**src/rtl/alu_pkg.sv**
```systemverilog
// Shared definitions for the ALU sequencer: default width, ALU function codes,
// request op encodings and the sequencer state type.
package alu_pkg;

    // Default datapath width of the sequencer and the external ALU.
    localparam int NUM_BITS = 16;

    // Function codes understood by the external combinational ALU.
    localparam logic [3:0] FUNC_ADD    = 4'b0000;
    localparam logic [3:0] FUNC_PASS_A = 4'b0010;
    localparam logic [3:0] FUNC_SHL    = 4'b1100;
    localparam logic [3:0] FUNC_ZERO   = 4'b1111;

    // Request op encodings.
    localparam logic [1:0] OP_SINGLE = 2'b00;
    localparam logic [1:0] OP_MUL    = 2'b01;
    localparam logic [1:0] OP_RSVD2  = 2'b10;
    localparam logic [1:0] OP_RSVD3  = 2'b11;

    // Sequencer FSM states.
    typedef enum logic [2:0] {
        ST_IDLE      = 3'd0,
        ST_SINGLE    = 3'd1,
        ST_MUL_ADD   = 3'd2,
        ST_MUL_SHIFT = 3'd3,
        ST_DONE      = 3'd4
    } seq_state_e;

    // Shift-and-add step: add the multiplicand when the current multiplier
    // bit is set, otherwise pass the accumulator through unchanged.
    function automatic logic [3:0] mul_add_func(input logic mplier_lsb);
        logic [3:0] func;
        if (mplier_lsb) begin
            func = FUNC_ADD;
        end else begin
            func = FUNC_PASS_A;
        end
        return func;
    endfunction

endpackage

```
**src/rtl/alu_sequencer_if.sv**
```systemverilog
// Request/response bus of the ALU sequencer. The master is the requester that
// issues operations and consumes results; the slave is the sequencer itself.
interface alu_sequencer_if #(
    parameter int NUM_BITS = 16
);
    logic                req_valid;
    logic                req_ready;
    logic [1:0]          req_op;
    logic [3:0]          req_func;
    logic [NUM_BITS-1:0] req_a;
    logic [NUM_BITS-1:0] req_b;
    logic                resp_valid;
    logic                resp_ready;
    logic [NUM_BITS-1:0] resp_data;
    logic                resp_flag;

    // Requester side: drives requests and accepts responses.
    modport master (
        output req_valid, req_op, req_func, req_a, req_b, resp_ready,
        input  req_ready, resp_valid, resp_data, resp_flag
    );

    // Sequencer side: accepts requests and presents responses.
    modport slave (
        input  req_valid, req_op, req_func, req_a, req_b, resp_ready,
        output req_ready, resp_valid, resp_data, resp_flag
    );
endinterface

```
**src/rtl/alu_sequencer.sv**
```systemverilog
// ALU sequencer: drives an external combinational ALU either for one single
// operation or for a shift-and-add multiply (one add step and one shift step
// per multiplier bit). All ALU-facing and response outputs are registered;
// values for the next state are computed on the transition into it.
module alu_sequencer #(
    parameter int NUM_BITS  = alu_pkg::NUM_BITS,
    parameter int MUL_ITERS = NUM_BITS
) (
    input  logic                clk,
    input  logic                reset_n,
    alu_sequencer_if.slave      bus,
    output logic [NUM_BITS-1:0] alu_a,
    output logic [NUM_BITS-1:0] alu_b,
    output logic [3:0]          alu_func,
    input  logic [NUM_BITS-1:0] alu_c,
    input  logic                alu_flag
);
    import alu_pkg::*;

    localparam int                  CNT_W     = (MUL_ITERS > 1) ? $clog2(MUL_ITERS) : 1;
    localparam logic [CNT_W-1:0]    LAST_ITER = CNT_W'(MUL_ITERS - 1);
    localparam logic [CNT_W-1:0]    CNT_ONE   = CNT_W'(1);
    localparam logic [CNT_W-1:0]    CNT_ZERO  = {CNT_W{1'b0}};
    localparam logic [NUM_BITS-1:0] DATA_ZERO = {NUM_BITS{1'b0}};

    seq_state_e          state_q,      state_d;
    logic [NUM_BITS-1:0] acc_q,        acc_d;
    logic [NUM_BITS-1:0] mcand_q,      mcand_d;
    logic [NUM_BITS-1:0] mplier_q,     mplier_d;
    logic [CNT_W-1:0]    cnt_q,        cnt_d;
    logic [NUM_BITS-1:0] alu_a_q,      alu_a_d;
    logic [NUM_BITS-1:0] alu_b_q,      alu_b_d;
    logic [3:0]          alu_func_q,   alu_func_d;
    logic                resp_valid_q, resp_valid_d;
    logic [NUM_BITS-1:0] resp_data_q,  resp_data_d;
    logic                resp_flag_q,  resp_flag_d;
    logic [NUM_BITS-1:0] mplier_shift_s;

    // Multiplier after this iteration's shift; its LSB selects the next add step.
    assign mplier_shift_s = mplier_q >> 1;

    // Ready only while idle, and forced low while reset is held.
    assign bus.req_ready  = (state_q == ST_IDLE) && reset_n;
    assign bus.resp_valid = resp_valid_q;
    assign bus.resp_data  = resp_data_q;
    assign bus.resp_flag  = resp_flag_q;
    assign alu_a          = alu_a_q;
    assign alu_b          = alu_b_q;
    assign alu_func       = alu_func_q;

    // Next-state and next-output computation for the sequencer FSM.
    always_comb begin
        state_d      = state_q;
        acc_d        = acc_q;
        mcand_d      = mcand_q;
        mplier_d     = mplier_q;
        cnt_d        = cnt_q;
        alu_a_d      = alu_a_q;
        alu_b_d      = alu_b_q;
        alu_func_d   = alu_func_q;
        resp_valid_d = resp_valid_q;
        resp_data_d  = resp_data_q;
        resp_flag_d  = resp_flag_q;

        case (state_q)
            ST_IDLE: begin
                if (bus.req_valid) begin
                    case (bus.req_op)
                        OP_SINGLE: begin
                            state_d    = ST_SINGLE;
                            alu_a_d    = bus.req_a;
                            alu_b_d    = bus.req_b;
                            alu_func_d = bus.req_func;
                        end
                        OP_MUL: begin
                            // First add step: acc starts at zero, mcand = A.
                            state_d    = ST_MUL_ADD;
                            acc_d      = DATA_ZERO;
                            mcand_d    = bus.req_a;
                            mplier_d   = bus.req_b;
                            cnt_d      = CNT_ZERO;
                            alu_a_d    = DATA_ZERO;
                            alu_b_d    = bus.req_a;
                            alu_func_d = mul_add_func(bus.req_b[0]);
                        end
                        OP_RSVD2, OP_RSVD3: begin
                            // Reserved ops run as a single op that yields zero.
                            state_d    = ST_SINGLE;
                            alu_a_d    = bus.req_a;
                            alu_b_d    = bus.req_b;
                            alu_func_d = FUNC_ZERO;
                        end
                        default: begin
                            state_d    = ST_SINGLE;
                            alu_a_d    = bus.req_a;
                            alu_b_d    = bus.req_b;
                            alu_func_d = FUNC_ZERO;
                        end
                    endcase
                end else begin
                    alu_a_d    = DATA_ZERO;
                    alu_b_d    = DATA_ZERO;
                    alu_func_d = FUNC_ZERO;
                end
            end

            ST_SINGLE: begin
                state_d      = ST_DONE;
                resp_valid_d = 1'b1;
                resp_data_d  = alu_c;
                resp_flag_d  = alu_flag;
                alu_a_d      = DATA_ZERO;
                alu_b_d      = DATA_ZERO;
                alu_func_d   = FUNC_ZERO;
            end

            ST_MUL_ADD: begin
                // Accumulate, then set up the shift of the multiplicand.
                state_d    = ST_MUL_SHIFT;
                acc_d      = alu_c;
                alu_a_d    = mcand_q;
                alu_b_d    = DATA_ZERO;
                alu_func_d = FUNC_SHL;
            end

            ST_MUL_SHIFT: begin
                mcand_d  = alu_c;
                mplier_d = mplier_shift_s;
                cnt_d    = cnt_q + CNT_ONE;
                if (cnt_q == LAST_ITER) begin
                    // Product is the low NUM_BITS of the accumulator.
                    state_d      = ST_DONE;
                    resp_valid_d = 1'b1;
                    resp_data_d  = acc_q;
                    resp_flag_d  = 1'b0;
                    alu_a_d      = DATA_ZERO;
                    alu_b_d      = DATA_ZERO;
                    alu_func_d   = FUNC_ZERO;
                end else begin
                    state_d    = ST_MUL_ADD;
                    alu_a_d    = acc_q;
                    alu_b_d    = alu_c;
                    alu_func_d = mul_add_func(mplier_shift_s[0]);
                end
            end

            ST_DONE: begin
                // Response held stable until the consumer takes it.
                if (bus.resp_ready) begin
                    state_d      = ST_IDLE;
                    resp_valid_d = 1'b0;
                end else begin
                    state_d      = ST_DONE;
                end
                alu_a_d    = DATA_ZERO;
                alu_b_d    = DATA_ZERO;
                alu_func_d = FUNC_ZERO;
            end

            default: begin
                state_d      = ST_IDLE;
                resp_valid_d = 1'b0;
                alu_a_d      = DATA_ZERO;
                alu_b_d      = DATA_ZERO;
                alu_func_d   = FUNC_ZERO;
            end
        endcase
    end

    // FSM state, datapath and registered outputs; reset aborts any operation.
    always_ff @(posedge clk or negedge reset_n) begin
        if (!reset_n) begin
            state_q      <= ST_IDLE;
            acc_q        <= DATA_ZERO;
            mcand_q      <= DATA_ZERO;
            mplier_q     <= DATA_ZERO;
            cnt_q        <= CNT_ZERO;
            alu_a_q      <= DATA_ZERO;
            alu_b_q      <= DATA_ZERO;
            alu_func_q   <= FUNC_ZERO;
            resp_valid_q <= 1'b0;
            resp_data_q  <= DATA_ZERO;
            resp_flag_q  <= 1'b0;
        end else begin
            state_q      <= state_d;
            acc_q        <= acc_d;
            mcand_q      <= mcand_d;
            mplier_q     <= mplier_d;
            cnt_q        <= cnt_d;
            alu_a_q      <= alu_a_d;
            alu_b_q      <= alu_b_d;
            alu_func_q   <= alu_func_d;
            resp_valid_q <= resp_valid_d;
            resp_data_q  <= resp_data_d;
            resp_flag_q  <= resp_flag_d;
        end
    end

endmodule

```
**src/flat_wrapper.sv**
```systemverilog
// flat-port wrapper written by rule: the top's interface ports become plain ports
module alu_sequencer_flat import alu_pkg::*;
#(
    parameter int NUM_BITS  = alu_pkg::NUM_BITS,
    parameter int MUL_ITERS = NUM_BITS
)
  (clk, reset_n, alu_a, alu_b, alu_func, alu_c, alu_flag, bus_req_valid, bus_req_op, bus_req_func, bus_req_a, bus_req_b, bus_resp_ready, bus_req_ready, bus_resp_valid, bus_resp_data, bus_resp_flag);
  alu_sequencer_if #(.NUM_BITS(NUM_BITS)) bus_i ();
  input  logic clk;
  input  logic reset_n;
  output logic [NUM_BITS-1:0] alu_a;
  output logic [NUM_BITS-1:0] alu_b;
  output logic [3:0] alu_func;
  input  logic [NUM_BITS-1:0] alu_c;
  input  logic alu_flag;
  input wire logic [$bits(bus_i.req_valid)-1:0] bus_req_valid;
  input wire logic [$bits(bus_i.req_op)-1:0] bus_req_op;
  input wire logic [$bits(bus_i.req_func)-1:0] bus_req_func;
  input wire logic [$bits(bus_i.req_a)-1:0] bus_req_a;
  input wire logic [$bits(bus_i.req_b)-1:0] bus_req_b;
  input wire logic [$bits(bus_i.resp_ready)-1:0] bus_resp_ready;
  output wire logic [$bits(bus_i.req_ready)-1:0] bus_req_ready;
  output wire logic [$bits(bus_i.resp_valid)-1:0] bus_resp_valid;
  output wire logic [$bits(bus_i.resp_data)-1:0] bus_resp_data;
  output wire logic [$bits(bus_i.resp_flag)-1:0] bus_resp_flag;
  assign bus_i.req_valid = bus_req_valid;
  assign bus_i.req_op = bus_req_op;
  assign bus_i.req_func = bus_req_func;
  assign bus_i.req_a = bus_req_a;
  assign bus_i.req_b = bus_req_b;
  assign bus_i.resp_ready = bus_resp_ready;
  assign bus_req_ready = bus_i.req_ready;
  assign bus_resp_valid = bus_i.resp_valid;
  assign bus_resp_data = bus_i.resp_data;
  assign bus_resp_flag = bus_i.resp_flag;
  alu_sequencer #(.NUM_BITS(NUM_BITS), .MUL_ITERS(MUL_ITERS)) u_core (.clk(clk), .reset_n(reset_n), .bus(bus_i), .alu_a(alu_a), .alu_b(alu_b), .alu_func(alu_func), .alu_c(alu_c), .alu_flag(alu_flag));
endmodule
```
**config.mk**
```make
export PLATFORM = sky130hd
export DESIGN_NAME = alu_sequencer_flat
export DESIGN_NICKNAME = d
export VERILOG_FILES = /design/src/rtl/alu_pkg.sv /design/src/rtl/alu_sequencer_if.sv /design/src/rtl/alu_sequencer.sv /design/src/flat_wrapper.sv
export SDC_FILE = /design/constraint.sdc
export NUM_CORES = 1
export LEC_CHECK = 0
export CAP_MARGIN = 20
export CELL_PAD_IN_SITES_DETAIL_PLACEMENT = 0
export CELL_PAD_IN_SITES_GLOBAL_PLACEMENT = 1
export CORE_MARGIN = 3
export CORE_UTILIZATION = 43
export CTS_CLUSTER_DIAMETER = 100
export CTS_CLUSTER_SIZE = 12
export DETAILED_ROUTE_END_ITERATION = 8
export GPL_ROUTABILITY_DRIVEN = 0
export PLACE_DENSITY_LB_ADDON = 0.25
export SETUP_SLACK_MARGIN = 0.3
export SYNTH_ARGS = -nofsm -noshare
export SYNTH_HDL_FRONTEND = slang
export SYNTH_SLANG_ARGS = --single-unit
```
**constraint.sdc**
```tcl
create_clock -name clk -period 2.4 [get_ports clk]
set_input_delay 0.36 -clock clk [delete_from_list [all_inputs] [get_ports clk]]
set_output_delay 0.36 -clock clk [all_outputs]
set_load 0.03 [all_outputs]
```
======== Yosys cells after proc, flatten, opt, wreduce, memory -nomap -nowiden ========
Index checks and enable logic that the tools add are counted.
Widths: inputs -> output; s select.
operators by class
  reduce and logical (&&, ||, !) cells .... 13
  muxes and demuxes ....................... 38
  bitwise gates (word level) .............. 1
  eq/ne operators ......................... 12
  $add $sub $neg .......................... 1
operator list
  cell                 number
  $pmux 16 s2          7
  $mux 16              11
  $pmux 16 s3          1
  $pmux 4 s3           2
  $mux 4               4
  $pmux 3 s5           1
  $mux 3               3
  $reduce_and 3->1     3
  $pmux 4 s2           1
  $eq 3x2->1 const B   2
  $ne 2x2->1 const B   3
  $pmux 3 s2           1
  $reduce_bool 2->1    3
  $add 4x1->4 const B  1
  $eq 2x2->1 const B   2
  $eq 4x4->1 const B   1
  $mux 2               2
  $pmux 1 s4           1
  $reduce_or 2->1      2
  $eq 3x1->1 const B   1
  $eq 3x3->1 const B   1
  $logic_not 3->1      1
  $mux 1               3
  $reduce_or 3->1      1
  other kinds (7)      7
word-level totals
  word-level logic and storage cells ...... 76
  register bits ........................... 109
  input port bits ......................... 59
  output and inout port bits .............. 55

======== Logic depth before layout (Yosys ltp) ========
  depth after elaboration ................. 5
  gate-level depth with buffers ........... 7

======== Least setup slack after synthesis ========
Ideal clock, no wire load.
  path kind ............................... register -> output
  start point ............................. register u_core.state_q[2]
  end point ............................... output port bus_req_ready
  setup slack ............................. 0.615 ns
  data required time ...................... 2.040 ns
  buffers on the path ..................... 2
  stages on the path, launching flop included .. 5
  data arrival time ....................... 1.425 ns
  cell sequence ........................... dfrtp_1 nor3_4 buf_2 buf_2 and2_1
between the ends
  cells in the longest elaborated chain, start to end .. 2
ends and longest elaborated chain
  element                   RTL line              text
  start: declaration        alu_sequencer.sv:26   seq_state_e state_q, state_d;
  start signal: assignment  alu_sequencer.sv:185  state_q <= state_d;
  $logic_not 3->1           alu_sequencer.sv:43   assign bus.req_ready = (state_q == ST_IDLE) && reset_n;
  $logic_and 1x1->1         alu_sequencer.sv:43
  end: declaration          flat_wrapper.sv:22    output wire logic [$bits(bus_i.req_ready)-1:0] bus_req_ready;
Every way passes these cells.

======== Worst setup path after layout ========
  start point ............................. register u_core.state_q[1]
  end point ............................... register u_core.resp_data_q[15], in the netlist u_core.bus.resp_data[15]
between the ends
  cells in the longest elaborated chain, start to end .. 3
ends and longest elaborated chain
  element                                                           RTL line              text
  $eq 3x2->1 or $eq 3x1->1 (tied branches)                          alu_sequencer.sv:65   case (state_q)
  $ne 2x1->1 (no source line) or $reduce_bool 2->1 (tied branches)  -
  $reduce_and 2->1 (no source line)                                 -
  end signal: assignment                                            alu_sequencer.sv:194  resp_data_q <= resp_data_d;
  end: declaration                                                  alu_sequencer.sv:35   logic [NUM_BITS-1:0] resp_data_q, resp_data_d;
Several ways; a longest one is shown, not always the timed one.
A chain may end at the register's enable or synchronous reset.

==> impl_metrics.env <==
export IMPL_routed_wl_um=13400
export IMPL_drive_gt1_frac=0.161
export IMPL_tns_ns=0
export IMPL_crit_slowest_cell="dfrtp_1"
export IMPL_syn_to_final_growth_pct=31.5
export IMPL_nNetsFinal=558
export IMPL_ys_seq_area_frac=0.553
export IMPL_slew_violations=0
export IMPL_placedInstanceArea_um2=6140
export IMPL_wl_per_cell_um=20.8
export IMPL_finalSetupViolations=0
export IMPL_worst_setup_path_start_kind="flop"
export IMPL_finalHoldViolCount=0
export IMPL_synth_top_cell_area_share=0.532
export IMPL_clock_path_buffers=2
export IMPL_drv_cap=0
export IMPL_synth_edff_count=0
export IMPL_postSynth_asyncResetShare=1.00
export IMPL_start_util=0.446
export IMPL_first_pass_iters=5
export IMPL_pin_count=114
export IMPL_die_height_um=113
export IMPL_grt_max_degree=109
export IMPL_design_area_um2=6430
export IMPL_ys_ff_latch=108
export IMPL_ant_nets=0
export IMPL_yosysTopAreaCell="dfrtp_1"
export IMPL_clkSlewWorstSetupHoldPaths_ns=0.07
export IMPL_first_global_vias=3924
export IMPL_drc=0
export IMPL_fin_crit_sh=0.835
export IMPL_worstPathArrival_ns=2.22
export IMPL_fmax_mhz=499
export IMPL_dieArea_um2=12700
export IMPL_synth_cell_type_count=46
export IMPL_die_w_um=113
export IMPL_cp_required_ns=2.62
export IMPL_relSlewSlack=0.539
export IMPL_vias=3874
export IMPL_worst_path_largest_cell_delay_ns=0.68
export IMPL_cts_tree="built"
export IMPL_portBuffers=113
export IMPL_syn_num_nets=450
export IMPL_htreeDepth=3
export IMPL_postSynthCellCount=390
export IMPL_viasPerCell=6.02
export IMPL_p_leak_uw=0.00292
export IMPL_powerDensity_nw_per_um2=1290
export IMPL_end_kind="flop"
export IMPL_numCtsBuffers=9
export IMPL_synth_ff_type="dfrtp_1"
export IMPL_crit_path_cell_trace="and3b_2 > mux2_1 > mux2_2"
export IMPL_num_rows=38
export IMPL_grt_pass1_wl_um=21200
export IMPL_core_area_um2=11000
export IMPL_initialDrtViolationCount=247
export IMPL_syn_area_um2=4890
export IMPL_yosysWarningCount=0
export IMPL_crit_type="reg2reg"
export IMPL_clock_latency_ns=0.34
export IMPL_path_max_fanout=19
export IMPL_syn_mean_instance_area_um2=12.5
export IMPL_status="complete, no violations"
export IMPL_min_path_type="in2async"
export IMPL_cts_root_buf="clkbuf_16"
export IMPL_synth_area_leaders="dfrtp_1, a221o_1, mux2_4"
export IMPL_fin_crit_ns=2.00
export IMPL_grt_overflow=0
export IMPL_place_hpwl_um=8690
export IMPL_antenna_found_initial=1
export IMPL_finClkSkew_ns=0.0123
export IMPL_ir_drop_mv=0.626
export IMPL_track_usage=0.210
export IMPL_cts_sinks=108
export IMPL_n_antenna_cell=0
export IMPL_tightest_slew_ns=0.692
export IMPL_rsz0062_at_grt="no"
cell type report:
| type | count | area [µm²] |
|---|---|---|
| fill | 913 | 4550 |
| multi-input combinational | 245 | 1970 |
| tap | 140 | 175 |
| sequential | 108 | 2710 |
| timing repair buffer | 130 | 1290 |
| clock buffer | 10 | 229 |
| clock inverter | 6 | 46.3 |
| inverter | 4 | 15.0 |
critical path, delay by kind of cell (launching register included):
kind	cells	cell delay (ns)
multiplexers	2	0.62
flip-flops	1	0.68
AND/OR/NAND/NOR	1	0.58
final timing paths:
check	from	to	slack (ns)	cells after the start
max in group asynchronous	reset_n	u_core.alu_a[4]	1.87	2
min	reset_n	u_core.bus.resp_data[12]	0.1	2
max reg2reg	u_core.state_q[1]	u_core.bus.resp_data[15]	0.40	3
min in group clk	u_core.bus.resp_data[8]	u_core.bus.resp_data[8]	0.51	1
max	u_core.state_q[1]	u_core.bus.resp_data[15]	0.40	3
min reg2reg	u_core.bus.resp_data[8]	u_core.bus.resp_data[8]	0.51	1
through the flow:
stage	std cells	worst slack [ns]	total power, µW	utilization	hold WS, ns
after global placement	625	0.322	6800	0.559	0.492
after global routing	643	0.338	8740	0.586	0.155
after floorplan	390	0.615	5510	-	0.0644
after detailed placement	625	0.328	6860	0.559	0.495
final	643	0.395	8280	0.586	0.0992
after CTS	643	0.366	8330	0.585	0.129
cell usage after synthesis (3+ instances only):
| cell type | n |
|---|---|
| a21oi_1 | 23 |
| a221o_1 | 46 |
| a22o_1 | 16 |
| a31oi_1 | 14 |
| and3_1 | 32 |
| buf_2 | 17 |
| buf_6 | 7 |
| clkbuf_1 | 7 |
| dfrtp_1 | 104 |
| dfstp_2 | 4 |
| inv_1 | 4 |
| mux2_2 | 15 |
| mux2_4 | 18 |
| nand2_1 | 6 |
| nand3_1 | 4 |
| nor2_1 | 17 |
| o211ai_1 | 3 |
| o21ai_0 | 20 |
repair_timing:
item | 4_1_cts | 5_1_grt
pin swaps | 1 | 0
resized for setup | 0 | 1
hold buffers | 0 | 0
endpoints found under the setup margin | 1 | 16
gates cloned | 0 | 0
setup buffers | 2 | 0
per-layer routing:
metal  vias to the layer above  wire [µm]  GRT usage
li1                       1720          -          -
met1                      1962       5890      0.298
met2                       178       6290      0.325
met3                        12       1110     0.0539
met4                         2         97     0.0497
met5                         -         13          0
cells by family after synthesis:
kind of cell / count (synthesis) / synth area share
compound gates: 132 / 0.209
simple gates: 77 / 0.0944
mux: 35 / 0.0941
fa+ha+maj: 1 / 0.00256
buf+inv: 37 / 0.0465
flops: 108 / 0.553
flip-flops by register name (all words and copies together), names as in the netlist:
name                   cells
u_core.alu_func            4
u_core.bus.resp_data      16
u_core.mplier_q           15
u_core.acc_q              16
u_core.state_q             3
u_core.mcand_q            16
u_core.alu_a              16
u_core.bus.resp_valid      1
u_core.bus.resp_flag       1
u_core.cnt_q               4
u_core.alu_b              16
cell usage in the layout, fill, tap and decap left out, types with 3 or more instances in the layout:
cell,count
mux2_4,18
a221o_1,46
buf_12,3
a31oi_1,14
a22o_1,16
buf_4,16
o21ai_0,20
nor2_1,17
mux2_2,15
clkdlybuf4s50_1,111
o211ai_1,3
clkbuf_16,9
a21oi_1,23
inv_1,4
dfrtp_1,104
dfstp_2,4
nand2_1,6
nand3_1,4
and3_1,32
report_power, final:
group / switching, µW / internal, µW
clock network: 676 / 715
registers: 523 / 2630
logic: 1990 / 1740
No activity file was read; power rests on OpenSTA's default activity.
